--- config.mk ---
export PLATFORM = sky130hd
export DESIGN_NAME = seq_divider
export DESIGN_NICKNAME = d
export VERILOG_FILES = /design/src/rtl/div_pkg.sv /design/src/rtl/div_step.sv /design/src/rtl/seq_divider.sv
export SDC_FILE = /design/constraint.sdc
export NUM_CORES = 1
export LEC_CHECK = 0
export ABC_AREA = 1
export CORE_ASPECT_RATIO = 1.1
export CORE_MARGIN = 1.5
export CORE_UTILIZATION = 47
export CTS_CLUSTER_SIZE = 10
export DETAILED_ROUTE_END_ITERATION = 7
export HOLD_SLACK_MARGIN = 0.03
export PLACE_DENSITY = 0.82
export REMOVE_ABC_BUFFERS = 1
export SYNTH_ARGS = -nofsm -noshare
export SYNTH_HDL_FRONTEND = slang
export SYNTH_SLANG_ARGS = --single-unit
--- constraint.sdc ---
create_clock -name clk -period 1.8 [get_ports clk]
set_clock_uncertainty 0.15 [all_clocks]
set_input_delay 0.27 -clock clk [delete_from_list [all_inputs] [get_ports clk]]
set_output_delay 0.27 -clock clk [all_outputs]
set_load 0.02 [all_outputs]
--- src/rtl/div_pkg.sv ---
// Shared types and helpers for the sequential divider.
// Latency: n/a (declarations only).
// Backpressure: n/a.
package div_pkg;

    // Divider control states: waiting for a request, or stepping through quotient bits.
    typedef enum logic {
        IDLE = 1'b0,
        CALC = 1'b1
    } state_t;

    // Ceiling log2, used to size the iteration counter as clog2(WIDTH+1).
    function automatic int clog2(input int value);
        int res;
        res = 0;
        for (int i = 0; i < 31; i++) begin
            if ((1 << i) < value) begin
                res = i + 1;
            end
        end
        return res;
    endfunction

endpackage

--- src/rtl/div_step.sv ---
// One combinational restoring-division step: shift in a dividend bit, trial-subtract the divisor.
// Latency: 0 cycles (purely combinational).
// Backpressure: none.
module div_step #(
    parameter int WIDTH = 4
) (
    input  logic [WIDTH:0]   rem_i,
    input  logic             bit_i,
    input  logic [WIDTH-1:0] divisor_i,
    output logic [WIDTH:0]   rem_o,
    output logic             qbit_o
);
    localparam int RW = WIDTH + 1;

    // Work one bit wider than the stored remainder so the shift never drops a bit
    // and the compare stays correct when the divisor has its msb set.
    logic [WIDTH+1:0] shifted;
    logic [WIDTH+1:0] dvs_ext;

    // Trial subtract; keep the difference only when it does not go negative.
    always_comb begin
        shifted = {rem_i, bit_i};
        dvs_ext = {2'b00, divisor_i};
        qbit_o  = (shifted >= dvs_ext);
        rem_o   = qbit_o ? RW'(shifted - dvs_ext) : RW'(shifted);
    end

endmodule

--- src/rtl/seq_divider.sv ---
// Sequential unsigned restoring divider producing one quotient bit per clock.
// Latency: WIDTH cycles from the accepted start edge to done; divide-by-zero reports on the start edge.
// Backpressure: start is ignored while busy; results hold until the next accepted start.
module seq_divider
    import div_pkg::*;
#(
    parameter int WIDTH = 4
) (
    input  logic             clk,
    input  logic             rst,
    input  logic             start,
    input  logic [WIDTH-1:0] dividend,
    input  logic [WIDTH-1:0] divisor,
    output logic             busy,
    output logic             done,
    output logic [WIDTH-1:0] quotient,
    output logic [WIDTH-1:0] remainder,
    output logic             div_by_zero
);
    localparam int CW = clog2(WIDTH + 1);
    localparam logic [CW-1:0] LAST_STEP = CW'(WIDTH - 1);

    state_t           state_q, state_d;
    logic [CW-1:0]    cnt_q, cnt_d;
    // Holds the remaining dividend bits at the top and collects quotient bits at the bottom.
    logic [WIDTH-1:0] shift_q, shift_d;
    logic [WIDTH:0]   rem_q, rem_d;
    logic [WIDTH-1:0] dvsr_q, dvsr_d;
    logic             busy_q, busy_d;
    logic             done_q, done_d;
    logic [WIDTH-1:0] quot_q, quot_d;
    logic [WIDTH-1:0] remd_q, remd_d;
    logic             dbz_q, dbz_d;

    logic [WIDTH:0]   step_rem;
    logic             step_qbit;

    div_step #(.WIDTH(WIDTH)) u_step (
        .rem_i     (rem_q),
        .bit_i     (shift_q[WIDTH-1]),
        .divisor_i (dvsr_q),
        .rem_o     (step_rem),
        .qbit_o    (step_qbit)
    );

    // State and datapath registers; reset aborts any division in flight.
    always_ff @(posedge clk) begin
        if (rst) begin
            state_q <= IDLE;
            cnt_q   <= '0;
            shift_q <= '0;
            rem_q   <= '0;
            dvsr_q  <= '0;
            busy_q  <= 1'b0;
            done_q  <= 1'b0;
            quot_q  <= '0;
            remd_q  <= '0;
            dbz_q   <= 1'b0;
        end else begin
            state_q <= state_d;
            cnt_q   <= cnt_d;
            shift_q <= shift_d;
            rem_q   <= rem_d;
            dvsr_q  <= dvsr_d;
            busy_q  <= busy_d;
            done_q  <= done_d;
            quot_q  <= quot_d;
            remd_q  <= remd_d;
            dbz_q   <= dbz_d;
        end
    end

    // Next-state logic: accept requests in IDLE, run one restoring step per cycle in CALC.
    always_comb begin
        state_d = state_q;
        cnt_d   = cnt_q;
        shift_d = shift_q;
        rem_d   = rem_q;
        dvsr_d  = dvsr_q;
        busy_d  = busy_q;
        done_d  = 1'b0;
        quot_d  = quot_q;
        remd_d  = remd_q;
        dbz_d   = dbz_q;

        case (state_q)
            IDLE: begin
                if (start) begin
                    if (divisor == '0) begin
                        // No iterations needed: report immediately with saturated quotient.
                        done_d = 1'b1;
                        dbz_d  = 1'b1;
                        quot_d = '1;
                        remd_d = dividend;
                    end else begin
                        shift_d = dividend;
                        rem_d   = '0;
                        dvsr_d  = divisor;
                        cnt_d   = '0;
                        busy_d  = 1'b1;
                        dbz_d   = 1'b0;
                        state_d = CALC;
                    end
                end
            end
            CALC: begin
                shift_d = {shift_q[WIDTH-2:0], step_qbit};
                rem_d   = step_rem;
                cnt_d   = cnt_q + 1'b1;
                if (cnt_q == LAST_STEP) begin
                    quot_d  = {shift_q[WIDTH-2:0], step_qbit};
                    remd_d  = step_rem[WIDTH-1:0];
                    done_d  = 1'b1;
                    busy_d  = 1'b0;
                    state_d = IDLE;
                end
            end
            default: begin
                state_d = IDLE;
            end
        endcase
    end

    assign busy        = busy_q;
    assign done        = done_q;
    assign quotient    = quot_q;
    assign remainder   = remd_q;
    assign div_by_zero = dbz_q;

endmodule

; ---- Word-level counts from Yosys, hierarchy flattened
; Index checks and enable logic that the tools add are counted.
[word_totals]
output_inout_bits = 11
in_bits = 11
ff_bits = 28
[classes]
bitwise_logic = 2
addsub = 2
reduce_logical = 6
mux = 30
order_cmp = 1
eq_ne = 5
[ops]
columns = op, n
row1 = 2-to-1 mux 4 bit, 8
row2 = one-hot mux 4 bit (2 select lines), 3
row3 = 2-to-1 mux 5 bit, 3
row4 = one-hot mux 5 bit (2 select lines), 1
row5 = 2-to-1 mux 1 bit, 9
row6 = AND reduction 3 bit, 3
row7 = greater-or-equal comparator 6 x 4 -> 1 bit, 1
row8 = 2-to-1 mux 3 bit, 2
row9 = "inequality test 2 bit, second input constant", 3
row10 = one-hot mux 1 bit (2 select lines), 3
row11 = one-hot mux 3 bit (2 select lines), 1
row12 = subtractor 5 x 4 -> 5 bit, 1
row13 = zero test 4 bit, 1
row14 = AND reduction 2 bit, 2
row15 = "adder 3 x 1 -> 3 bit, second input constant", 1
row16 = "equality test 3 x 2 -> 1 bit, second input constant", 1
row17 = "inequality test 2 x 1 -> 1 bit, second input constant", 1
row18 = NOT 1 bit, 2

; ---- Depth between registers and ports, before layout
[depth]
ltp_word = 4
mapped_depth = 12
depth_no_buf = 12

; ---- Cells and area by module
; From an unflattened synthesis, not the netlist that was laid out.
[hier_totals]
hier_cells = 217
hier_area_um2 = 1539.0
[modules_own_cells]
columns = mod, area_each_um2, cells_each, instances
row1 = seq_divider, 1253.7, 172, 1
row2 = div_step, 285.3, 45, 1

; ---- Worst setup path before layout
; Ideal clock, no wire load.
[synth_timing]
path_type = register to register
from = reg shift_q[3]
to = reg quot_q[0] (netlist: quotient[0])
required_time_ns = 1.528
stages_incl_launch_ff = 11
setup_time_ns = 0.122
arrival_ns = 1.424
path_slack_ns = 0.104
synth_period_minus_slack_ns = 1.696
path_cell_list = dfxtp_1 > inv_1 > ha_1 > inv_1 > fa_1 > nand2_1 > nand2_1 > nand2_4 > nand2_1 > o21ai_0 > a21oi_1
[synth_via]
elab_chain_cells = 3
[synth_lines]
columns = element, line_no
row1 = "start, declared", seq_divider.sv:26  ; logic [WIDTH-1:0] shift_q, shift_d;
row2 = "start signal, assigned", seq_divider.sv:62  ; shift_q <= shift_d;
row3 = greater-or-equal comparator 6 x 4 -> 1 bit, div_step.sv:24  ; qbit_o = (shifted >= dvs_ext);
row4 = 2-to-1 mux 4 bit, seq_divider.sv:110  ; if (cnt_q == LAST_STEP) begin
row5 = one-hot mux 4 bit (2 select lines), seq_divider.sv:86  ; case (state_q)
row6 = "end signal, assigned", seq_divider.sv:67  ; quot_q <= quot_d;
row7 = "end, declared", seq_divider.sv:31  ; logic [WIDTH-1:0] quot_q, quot_d;
; Every way passes these cells. The select of a mux whose other input is x is not followed.
; A chain may end at the register's enable or synchronous reset.

; ---- Worst setup path in the final report
[layout_timing]
from = reg shift_q[3]
to = reg rem_q[1]
[layout_via]
elab_chain_cells = 3
word_cells_on_any_way = 4
cone_classes = add/sub: 1 / order compare: 1 / mux: 2
[layout_lines]
columns = element, line_no
row1 = subtractor 5 x 4 -> 5 bit / greater-or-equal comparator 6 x 4 -> 1 bit (equally long branches), "div_step.sv:25, div_step.sv:24"
row2 = 2-to-1 mux 5 bit *, div_step.sv:25  ; rem_o = qbit_o ? RW'(shifted - dvs_ext) : RW'(shifted);
row3 = one-hot mux 5 bit (2 select lines) *, seq_divider.sv:86
row4 = "end signal, assigned", seq_divider.sv:63  ; rem_q <= rem_d;
row5 = "end, declared", seq_divider.sv:27  ; logic [WIDTH:0] rem_q, rem_d;
; Every way passes the cells marked *; elsewhere a longest branch is shown, timed or not.

==> metrics.txt <==
# TYPE chip_impl_metric gauge
chip_impl_info{name="rsz0062_at_grt",value="yes"} 1
chip_impl_metric{name="route.detailed.drc",unit=""} 0
chip_impl_metric{name="timing.final.setup_violations",unit=""} 1
chip_impl_metric{name="postSynthRegisterBits",unit=""} 28
chip_impl_metric{name="cp_max_fo",unit=""} 7
chip_impl_metric{name="die_area",unit="um^2"} 3390
chip_impl_metric{name="fmax",unit="GHz"} 0.550
chip_impl_metric{name="grt_first_pass_wirelength",unit="mm"} 5.23
chip_impl_metric{name="postLayoutSetupSlackWorst",unit="ns"} -0.0190
chip_impl_metric{name="drt_first_iter_violations",unit=""} 42
chip_impl_metric{name="mappedNetlistArea",unit="um^2"} 1440
chip_impl_metric{name="antenna_cells",unit=""} 0
chip_impl_metric{name="cell_internal_pwr",unit="uW"} 1060
chip_impl_metric{name="final.hold.worst_slack",unit="ns"} 0.320
chip_impl_metric{name="cts_hold_buffers",unit=""} 0
chip_impl_metric{name="route.antenna.remaining_nets",unit=""} 0
chip_impl_metric{name="report.final.slew_viol_count",unit=""} 0
chip_impl_metric{name="max_cap_violations",unit=""} 0
chip_impl_metric{name="grt_util_all_layers",unit=""} 0.196
chip_impl_metric{name="fin_tns_setup",unit="ns"} -0.0190
chip_impl_info{name="run_status",value="complete, but fails checks"} 1
chip_impl_metric{name="period_needed",unit="ns"} 1.82
chip_impl_metric{name="globalRouteOverflowTotal",unit=""} 0
chip_impl_info{name="tritoncts_clock_tree",value="built"} 1
chip_impl_metric{name="grt_pass1_vias",unit=""} 1260
chip_impl_metric{name="instance_count_of_the_mapped_netlist",unit=""} 195
chip_impl_metric{name="total_power",unit="uW"} 1520
chip_impl_metric{name="p_per_area",unit="nW/um^2"} 823
chip_impl_metric{name="place_area",unit="um^2"} 1700
chip_impl_metric{name="clock_power_share",unit=""} 0.268
chip_impl_metric{name="clk_pin_slew_worst_paths",unit="ns"} 0.15
chip_impl_metric{name="vias_per_cell",unit=""} 5.19
chip_impl_info{name="worstSetupPathType",value="reg2reg"} 1
chip_impl_metric{name="fin_nets",unit=""} 243
chip_impl_metric{name="power.leakage",unit="uW"} 0.000920
chip_impl_metric{name="worst_pin_slew",unit="ns"} 0.300
chip_impl_metric{name="drt-pass1-iter-count",unit=""} 4
chip_impl_metric{name="worst-endpoint-arrival",unit="ns"} 1.91
chip_impl_metric{name="slew_limit_headroom",unit=""} 0.800
chip_impl_metric{name="p_seq_frac",unit=""} 0.454
chip_impl_metric{name="grt_antenna_before_repair",unit=""} 0
chip_impl_metric{name="worst-r2r-cell-count",unit=""} 12
chip_impl_metric{name="yosysSeqAreaShare",unit=""} 0.391
chip_impl_metric{name="final_hold_viol_count",unit=""} 0
chip_impl_metric{name="worst_hold_path.num_cells",unit=""} 2
chip_impl_metric{name="post-route-period-util",unit=""} 1.01
chip_impl_metric{name="layout-area-overhead-vs-synth",unit="%"} 28.4
chip_impl_metric{name="switching_power",unit="uW"} 454
chip_impl_info{name="type_of_the_worst_min_delay_path",value="reg2reg"} 1
chip_impl_metric{name="ios",unit=""} 22
chip_impl_metric{name="avgRoutedWirePerCell",unit="um"} 12.2
chip_impl_metric{name="stdcell_area",unit="um^2"} 1840
chip_impl_info{name="setup.worst_path.end_class",value="flip-flop"} 1
chip_impl_metric{name="synth.distinct_cells",unit=""} 28
chip_impl_metric{name="cts_made_buffers",unit=""} 3
chip_impl_metric{name="num_rows",unit=""} 20
chip_impl_metric{name="core-area",unit="um^2"} 2830
chip_impl_metric{name="initial_utilization",unit=""} 0.508
chip_impl_metric{name="p_comb_frac",unit=""} 0.278
chip_impl_metric{name="gp_congestion",unit=""} 0.940
chip_impl_info{name="critical_path.startpoint_type",value="flip-flop"} 1
chip_impl_metric{name="via_count",unit=""} 1335
chip_impl_metric{name="drive_gt1_frac",unit=""} 0.205
chip_impl_metric{name="placement.io_buffers",unit=""} 21
chip_impl_metric{name="post-dp-hpwl",unit="mm"} 2.26
chip_impl_metric{name="dieWidth",unit="um"} 55.7
chip_impl_metric{name="source_to_sink_clock_delay_at_the_later_pin_of_the_worst_skew_pair",unit="ns"} 0.33
chip_impl_metric{name="cts_num_sinks",unit=""} 28
chip_impl_info{name="final_cell_mix",value="sky130_fd_sc_hd__inv_1, sky130_fd_sc_hd__nand2_1, sky130_fd_sc_hd__dfxtp_1, sky130_fd_sc_hd__clkdlybuf4s50_1, sky130_fd_sc_hd__a21oi_1"} 1
chip_impl_metric{name="placement.setup.worst_slack",unit="ns"} -0.0141
chip_impl_metric{name="htree_num_levels",unit=""} 1
chip_impl_metric{name="switching_share",unit=""} 0.299
chip_impl_metric{name="grt_max_degree",unit=""} 17
chip_impl_metric{name="synth_warnings",unit=""} 0
chip_impl_info{name="clk_root_buffer_cell",value="sky130_fd_sc_hd__clkbuf_4"} 1
chip_impl_metric{name="final.fill_count",unit=""} 241
chip_impl_metric{name="max-clock-path-buffers",unit=""} 2
chip_impl_metric{name="max-vdd-ir-drop",unit="V"} 0.000710
chip_impl_metric{name="detailed_route_wl",unit="mm"} 3.13
chip_impl_metric{name="die-height",unit="um"} 61.0
chip_impl_info{name="failed_checks",value="negative setup slack"} 1
chip_impl_metric{name="required",unit="ns"} 1.89
chip_impl_metric{name="average_instance_area_after_synthesis",unit="um^2"} 7.36
## cell families (layout without fill, tap and decap cells)
kind of cell / after synthesis / count (layout) / synth area share
AOI/OAI and AO/OA: 40 / 40 / 0.159
xor gates and xnor gates: 2 / 2 / 0.0122
adders and majority gates: 7 / 7 / 0.0663
buffers and inverters: 44 / 73 / 0.130
DFF: 28 / 28 / 0.391
and+or+nand+nor: 74 / 74 / 0.242
## sequential cells by signal, summed over array words and instances (netlist names)
name and flops:
rem_q 5, dvsr_q 4, quotient 4, remainder 4, shift_q 4, cnt_q 3
busy 1, div_by_zero 1, done 1, state_q 1
## what timing repair did
item                       in CTS  in global routing
resized for setup               2                 20
setup endpoints to repair       8                 12
buffers inserted                0                  2
pin swaps                       1                 15
## metal layers
layer	track usage	vias to the layer above	share of wire
met3	0.0235	11	0.040
met1	0.228	609	0.43
met2	0.361	34	0.50
met4	0.105	0	0.030
li1	-	681	-
met5	0	-	0
## stage by stage
stage / std cells / util
final: 257 / 0.652
after CTS: 255 / 0.622
after global routing: 257 / 0.652
after detailed placement: 251 / 0.602
after global placement: 251 / 0.602
after floorplan: 189 / -
## power groups by stage
stage,clock [uW],combinational (uW),sequential [uW]
floorplan,0,244,708
finish,406,422,690
global route,439,464,696
CTS,417,377,687
global placement,0,368,700
detailed placement,0,370,700
## critical path, cell delays in order, from the launching register on
cell                      delay [ns]
sky130_fd_sc_hd__dfxtp_2        0.36
sky130_fd_sc_hd__inv_2          0.07
sky130_fd_sc_hd__ha_4           0.12
sky130_fd_sc_hd__inv_2          0.04
sky130_fd_sc_hd__fa_2           0.36
sky130_fd_sc_hd__nand2_2        0.07
sky130_fd_sc_hd__nand2_2        0.06
sky130_fd_sc_hd__nand2_4        0.11
sky130_fd_sc_hd__a21oi_4        0.09
sky130_fd_sc_hd__nand2_2        0.09
sky130_fd_sc_hd__nand3_1        0.09
sky130_fd_sc_hd__nand2_1        0.07
sky130_fd_sc_hd__inv_1          0.03
## path summary, 6_finish.rpt
kind              startpoint        to  slack, ns
setup / recovery  shift_q[3]  rem_q[1]      -0.02
hold reg to reg         busy      busy       0.32
hold / removal          busy      busy       0.32
setup reg to reg  shift_q[3]  rem_q[1]      -0.02
## area by class of cell
class | instances | area, um^2 | share of cell area
tap | 33 | 41.3 | 0.0224
sequential | 28 | 562 | 0.305
inverter | 38 | 143 | 0.0774
clock inverter | 1 | 30.0 | 0.0163
timing repair buffer | 31 | 288 | 0.156
clock buffer | 3 | 22.5 | 0.0122
multi-input combinational | 123 | 757 | 0.411
## cells in the mapped netlist (all sizes together)
| cell type | count | share of area |
|---|---|---|
| nand4 | 5 | 0.026 |
| nor2 | 10 | 0.037 |
| clkbuf | 1 | 0.0026 |
| a31oi | 1 | 0.0044 |
| xor2 | 2 | 0.012 |
| inv | 37 | 0.097 |
| or2 | 3 | 0.013 |
| nand3 | 13 | 0.045 |
| clkinv | 1 | 0.0026 |
| buf | 5 | 0.028 |
| o21ai | 15 | 0.052 |
| a21boi | 2 | 0.010 |
| o211ai | 4 | 0.021 |
| nand2 | 43 | 0.12 |
| fa | 1 | 0.014 |
| ha | 6 | 0.052 |
| a21oi | 18 | 0.071 |
| dfxtp | 28 | 0.39 |
Power figures use the tool's default switching activity.
